[config.mk]
export PLATFORM = sky130hd
export DESIGN_NAME = sem_seq
export DESIGN_NICKNAME = d
export VERILOG_FILES = /design/src/rtl/sem_pkg.sv /design/src/rtl/sem_seq_timer.sv /design/src/rtl/sem_seq.sv
export SDC_FILE = /design/constraint.sdc
export NUM_CORES = 1
export LEC_CHECK = 0
export CORE_AREA = 2 2 79 81
export DETAILED_ROUTE_END_ITERATION = 10
export DIE_AREA = 0 0 81 83
export PLACE_DENSITY = 0.79
export SLEW_MARGIN = 5
export SYNTH_ARGS = -nofsm -noshare
export SYNTH_HDL_FRONTEND = slang
export SYNTH_SLANG_ARGS = --single-unit
[constraint.sdc]
create_clock -name clk -period 1.9 [get_ports clk]
set_input_delay 0.38 -clock clk [delete_from_list [all_inputs] [get_ports clk]]
set_output_delay 0.38 -clock clk [all_outputs]
set_load 0.005 [all_outputs]
[src/rtl/sem_pkg.sv]
// sem_pkg: shared state encoding and constants for the semaphore configuration sequencer
package sem_pkg;
  typedef enum logic [3:0] {
    IDLE,
    STOP,
    WAIT_DATA,
    WRITE_RAM,
    SET_DIV,
    CHECK,
    START,
    DONE,
    ERR
  } state_t;
  localparam logic CTL_ADDR_RUN = 1'b0;
  localparam logic CTL_ADDR_DIV = 1'b1;
  localparam int N_PERIODS = 4;
  localparam int MODE_W = 2;
endpackage

[src/rtl/sem_seq_timer.sv]
// sem_seq_timer: clearable up-counter flagging when TIMEOUT-1 idle cycles have elapsed
module sem_seq_timer #(
  parameter int TIMEOUT = 1024,
  localparam int W = $clog2(TIMEOUT)
) (
  input  logic clk,
  input  logic clrn,
  input  logic clr_i,
  output logic expire_o
);
  logic [W-1:0] cnt_q;
  // count every cycle the owner keeps the timer running, restart from zero on clear
  always_ff @(posedge clk or negedge clrn) begin
    if (!clrn) cnt_q <= '0;
    else cnt_q <= clr_i ? '0 : cnt_q + 1'b1;
  end
  assign expire_o = cnt_q == W'(TIMEOUT - 1);
endmodule

[src/rtl/sem_seq.sv]
// sem_seq: stops the semaphore, loads four period words, programs and verifies the divider, restarts
module sem_seq
  import sem_pkg::*;
#(
  parameter int M = 8,
  parameter int TIMEOUT = 1024
) (
  input  logic              clk,
  input  logic              clrn,
  input  logic              load,
  input  logic [MODE_W-1:0] mode,
  output logic              busy,
  output logic              done,
  output logic              err,
  input  logic [M-1:0]      per_data,
  input  logic              per_valid,
  output logic              per_ready,
  output logic              ctl_wr,
  output logic              ctl_rd,
  output logic              ctl_addr,
  output logic [31:0]       ctl_wrdata,
  input  logic [31:0]       ctl_rddata,
  output logic              ram_wr,
  output logic [3:0]        ram_addr,
  output logic [31:0]       ram_wrdata
);
  localparam int IDX_W = $clog2(N_PERIODS);
  state_t state_q, state_d;
  logic [MODE_W-1:0] mode_q;
  logic [IDX_W-1:0] idx_q;
  logic start, accept, expire;
  logic busy_d, done_d, err_d, per_ready_d, ctl_wr_d, ctl_rd_d, ctl_addr_d, ram_wr_d;
  logic [31:0] ctl_wrdata_d, ram_wrdata_d;
  logic [3:0] ram_addr_d;
  logic unused_rddata;
  assign unused_rddata = ^ctl_rddata[31:MODE_W];
  assign start = state_q == IDLE && load;
  assign accept = state_q == WAIT_DATA && per_valid && per_ready;
  sem_seq_timer #(.TIMEOUT(TIMEOUT)) u_timer (
    .clk      (clk),
    .clrn     (clrn),
    .clr_i    (state_q != WAIT_DATA),
    .expire_o (expire)
  );
  // state, datapath and registered outputs; outputs are decoded from the next state so they line up with it
  always_ff @(posedge clk or negedge clrn) begin
    if (!clrn) begin
      state_q    <= IDLE;
      mode_q     <= '0;
      idx_q      <= '0;
      busy       <= 1'b0;
      done       <= 1'b0;
      err        <= 1'b0;
      per_ready  <= 1'b0;
      ctl_wr     <= 1'b0;
      ctl_rd     <= 1'b0;
      ctl_addr   <= 1'b0;
      ctl_wrdata <= '0;
      ram_wr     <= 1'b0;
      ram_addr   <= '0;
      ram_wrdata <= '0;
    end else begin
      state_q    <= state_d;
      mode_q     <= start ? mode : mode_q;
      idx_q      <= start ? '0 : state_q == WRITE_RAM ? idx_q + 1'b1 : idx_q;
      busy       <= busy_d;
      done       <= done_d;
      err        <= err_d;
      per_ready  <= per_ready_d;
      ctl_wr     <= ctl_wr_d;
      ctl_rd     <= ctl_rd_d;
      ctl_addr   <= ctl_addr_d;
      ctl_wrdata <= ctl_wrdata_d;
      ram_wr     <= ram_wr_d;
      ram_addr   <= ram_addr_d;
      ram_wrdata <= ram_wrdata_d;
    end
  end
  // sequencing; a failed divider readback skips START so the run bit stays cleared
  always_comb begin
    state_d = state_q;
    case (state_q)
      IDLE:      state_d = load ? STOP : IDLE;
      STOP:      state_d = WAIT_DATA;
      WAIT_DATA: state_d = accept ? WRITE_RAM : expire ? ERR : WAIT_DATA;
      WRITE_RAM: state_d = idx_q == IDX_W'(N_PERIODS - 1) ? SET_DIV : WAIT_DATA;
      SET_DIV:   state_d = CHECK;
      CHECK:     state_d = ctl_rddata[MODE_W-1:0] == mode_q ? START : ERR;
      START:     state_d = DONE;
      DONE:      state_d = IDLE;
      ERR:       state_d = IDLE;
      default:   state_d = IDLE;
    endcase
  end
  // next-cycle output values; every bus returns to zero outside its access cycle
  always_comb begin
    busy_d       = state_d != IDLE;
    done_d       = state_d == DONE;
    err_d        = state_d == ERR || (err && !start);
    per_ready_d  = state_d == WAIT_DATA;
    ctl_wr_d     = state_d inside {STOP, SET_DIV, START};
    ctl_rd_d     = state_d == CHECK;
    ctl_addr_d   = state_d inside {SET_DIV, CHECK} ? CTL_ADDR_DIV : CTL_ADDR_RUN;
    ctl_wrdata_d = state_d == SET_DIV ? 32'(mode_q) : state_d == START ? 32'd1 : 32'd0;
    ram_wr_d     = state_d == WRITE_RAM;
    ram_addr_d   = ram_wr_d ? {mode_q, idx_q} : 4'd0;
    ram_wrdata_d = ram_wr_d ? 32'(per_data) : 32'd0;
  end
endmodule

==> impl_results.md <==
- Worst VDD drop: 0.000604 V
- Core area: 5820 um2
- RR Startpoint: u_timer.cnt_q[0]
- Die Ht: 83 um
- Slew Viols, Final: 0
- Syn avg cell area: 11.1 um2
- Final setup viols: 0
- Initial antenna violation count: 0
- Reg2reg path depth: 5
- Final period util: 91.3%
- Die width: 81 um
- Detailed-route wire length: 3410 um
- Crit Path Category: reg -> reg
- Crit-path max FO: 4
- CTS tree: built
- Die ar.: 6720 um2
- Antenna Nets Post-Route: 0
- Hold Crit Class: in -> async
- Reg2reg end: busy
- Layout Skew: 0.00705 ns
- Leak: 1.24 nW
- Vias: 1,317
- Outcome: finished, final reports clean
- FF+latch count, synth: 40
- Area grow syn2layout: 18.8%
- Core Rows: 28
- Pwr per Cell Area: 1240 nW/um2
- I/O Pins: 122
- Placed wire-length estimate: 2580 um
- Drt wl/cell: 10.9 um
- N_diodes: 0
- Largest net degree at the start of global routing: 24
- Endpoints failing hold: 0
- Placed Cells: 305
- Initial Util: 36.8%
- Root Driver: clkbuf_8
- Layout Cells excl Fill: 314
- Clock sink total: 40
- Most common cell in the netlist: buf_4
- 1st-iter DRT viols: 38
- Share of layout cells above drive strength 1: 12.6%
- H-tree depth: 2
- Count of different cell masters after synthesis: 37
- R2r setup slk: 0.17 ns
- First-pass GRT wire length: 5570 um
- Routed vias/inst: 4.19
- Synth Cell Area: 2140 um2
- CP Capture Type: flip-flop
- Most common flop cell mapped by yosys: dfrtp_1
- Placer Congestion: 0.821
- Post-route DRC: 0
- CP Data Arrival Time: 1.89 ns
- Fmax: 576 MHz
- Num CTS Buffers: 5
- Cts hold-fix bufs: 0
- Layout Utilization: 43.7%
- Clk slew on worst S/H paths: 0.08 ns
- Synth Instances: 193
- Synth cell count leaders: buf_4, dfrtp_1, and2_1, nor2_1, xor2_1
- Post-synth ARST share: 100%
- Grt total ovfl: 0
- Register area share after synthesis: 46.7%
- Yosys warnings: 0
- Drt first pass iters: 4
- Final net count: 286
- Leading area contributor after synthesis: dfrtp_1
- Total GRT Usage: 10.6%
- Synth top area cells: dfrtp_1, buf_4, and2_1
- Final critical-path required period: 1.73 ns
- CP startpoint kind: flip-flop
- Post-synth top area share: 46.7%
- I/O Buffers: 37
- Filler Cell Count: 551
- CTS Buffer Depth: 2
- Max-cap violations: 0
- Vias in the first global route: 1,223
- Number of synthesized flops with an enable pin: 0
- Critical Path RT: 2.06 ns
- Skew-Pair Late Insertion Delay: 0.29 ns
## repair_timing
item	4_1_cts	5_1_grt
gates resized for setup	0	2
setup endpoints to repair	0	2
hold endpoints to repair	0	0
buffers inserted	0	1
## critical path, cell delays in order (launching register included)
cell and delay [ns]:
dfrtp_1 0.40, ha_1 0.23, and4_1 0.26, nand4_1 0.19
a221oi_4 0.39, nand4bb_1 0.15
## worst max-delay path by stage
stage | startpoint | to | slack (ns) | cells after the start
2_1_floorplan | u_timer.cnt_q[0] | busy | 0.34 | 5
3_3_place_gp | per_valid | busy | 0.07 | 5
3_5_place_dp | per_valid | busy | 0.04 | 5
4_1_cts | u_timer.cnt_q[0] | busy | 0.07 | 5
5_1_grt | u_timer.cnt_q[0] | busy | -0.003 | 5
6_report | u_timer.cnt_q[0] | busy | 0.17 | 5
## report_power, final
group	total (W)	internal, W	switching (W)
combinational	0.00119	0.000612	0.000576
sequential	0.00121	0.00105	0.000163
clock	0.000750	0.000463	0.000286
total	0.00315	0.00212	0.00103
## registers in the layout (all words and copies together) (netlist names), 2 cells and up
signal	count
mode_q	2
u_timer.cnt_q	10
state_q	4
ctl_wrdata	2
ram_addr	4
idx_q	2
ram_wrdata	8
## layout make-up
| cell class | count | area, um2 | area share, % |
|---|---|---|---|
| multi-input cells | 140 | 878 | 34.5 |
| inverters | 7 | 26.3 | 1.03 |
| clock buffers | 7 | 96.3 | 3.79 |
| flip-flops and latches | 40 | 1000 | 39.4 |
| repair buffers | 44 | 418 | 16.4 |
| clock inverters | 1 | 30.0 | 1.18 |
| well taps | 75 | 93.8 | 3.69 |
## cell usage in the layout, fill, tap and decap left out, drive strengths merged, types with 4 or more instances in the layout
master	Yosys	layout
conb	1	54
dfrtp	40	40
clkdlybuf4s50	0	36
nor2	15	15
and2	13	13
xor2	9	9
buf	59	8
clkbuf	0	7
inv	7	7
a21oi	6	6
nand3	5	5
nand4	4	4
nand2	4	4
and3	4	4
## layer usage
layer	vias to the layer above	track usage, %	wire length, um
li1	618	-	-
met1	634	13.0	1390
met2	63	16.3	1650
met3	2	4.78	349
met4	0	3.85	23
met5	-	0	0
## logic make-up after synthesis
family / synth area share (%)
buf+inv: 22.3
simple gates: 17.9
flops: 46.7
compound gates: 6.60
xor+xnor: 4.09
fa+ha+maj: 1.17
mux: 1.05
other cells: 0.175
## stage by stage
step / setup TNS [ns] / instance area [um2] / hold WS, ns / setup WS [ns] / power, W
final: 0 / 2540 / 0.0403 / 0.165 / 0.00315
after global routing: -0.00288 / 2540 / 0.0645 / -0.00288 / 0.00337
after CTS: 0 / 2520 / 0.0506 / 0.0714 / 0.00313
after detailed placement: 0 / 2390 / 0.361 / 0.0374 / 0.00238
after global placement: 0 / 2390 / 0.359 / 0.0700 / 0.00234
after floorplan: 0 / 2340 / 0.0844 / 0.336 / 0.00205
(Power assumes the default switching activity.)
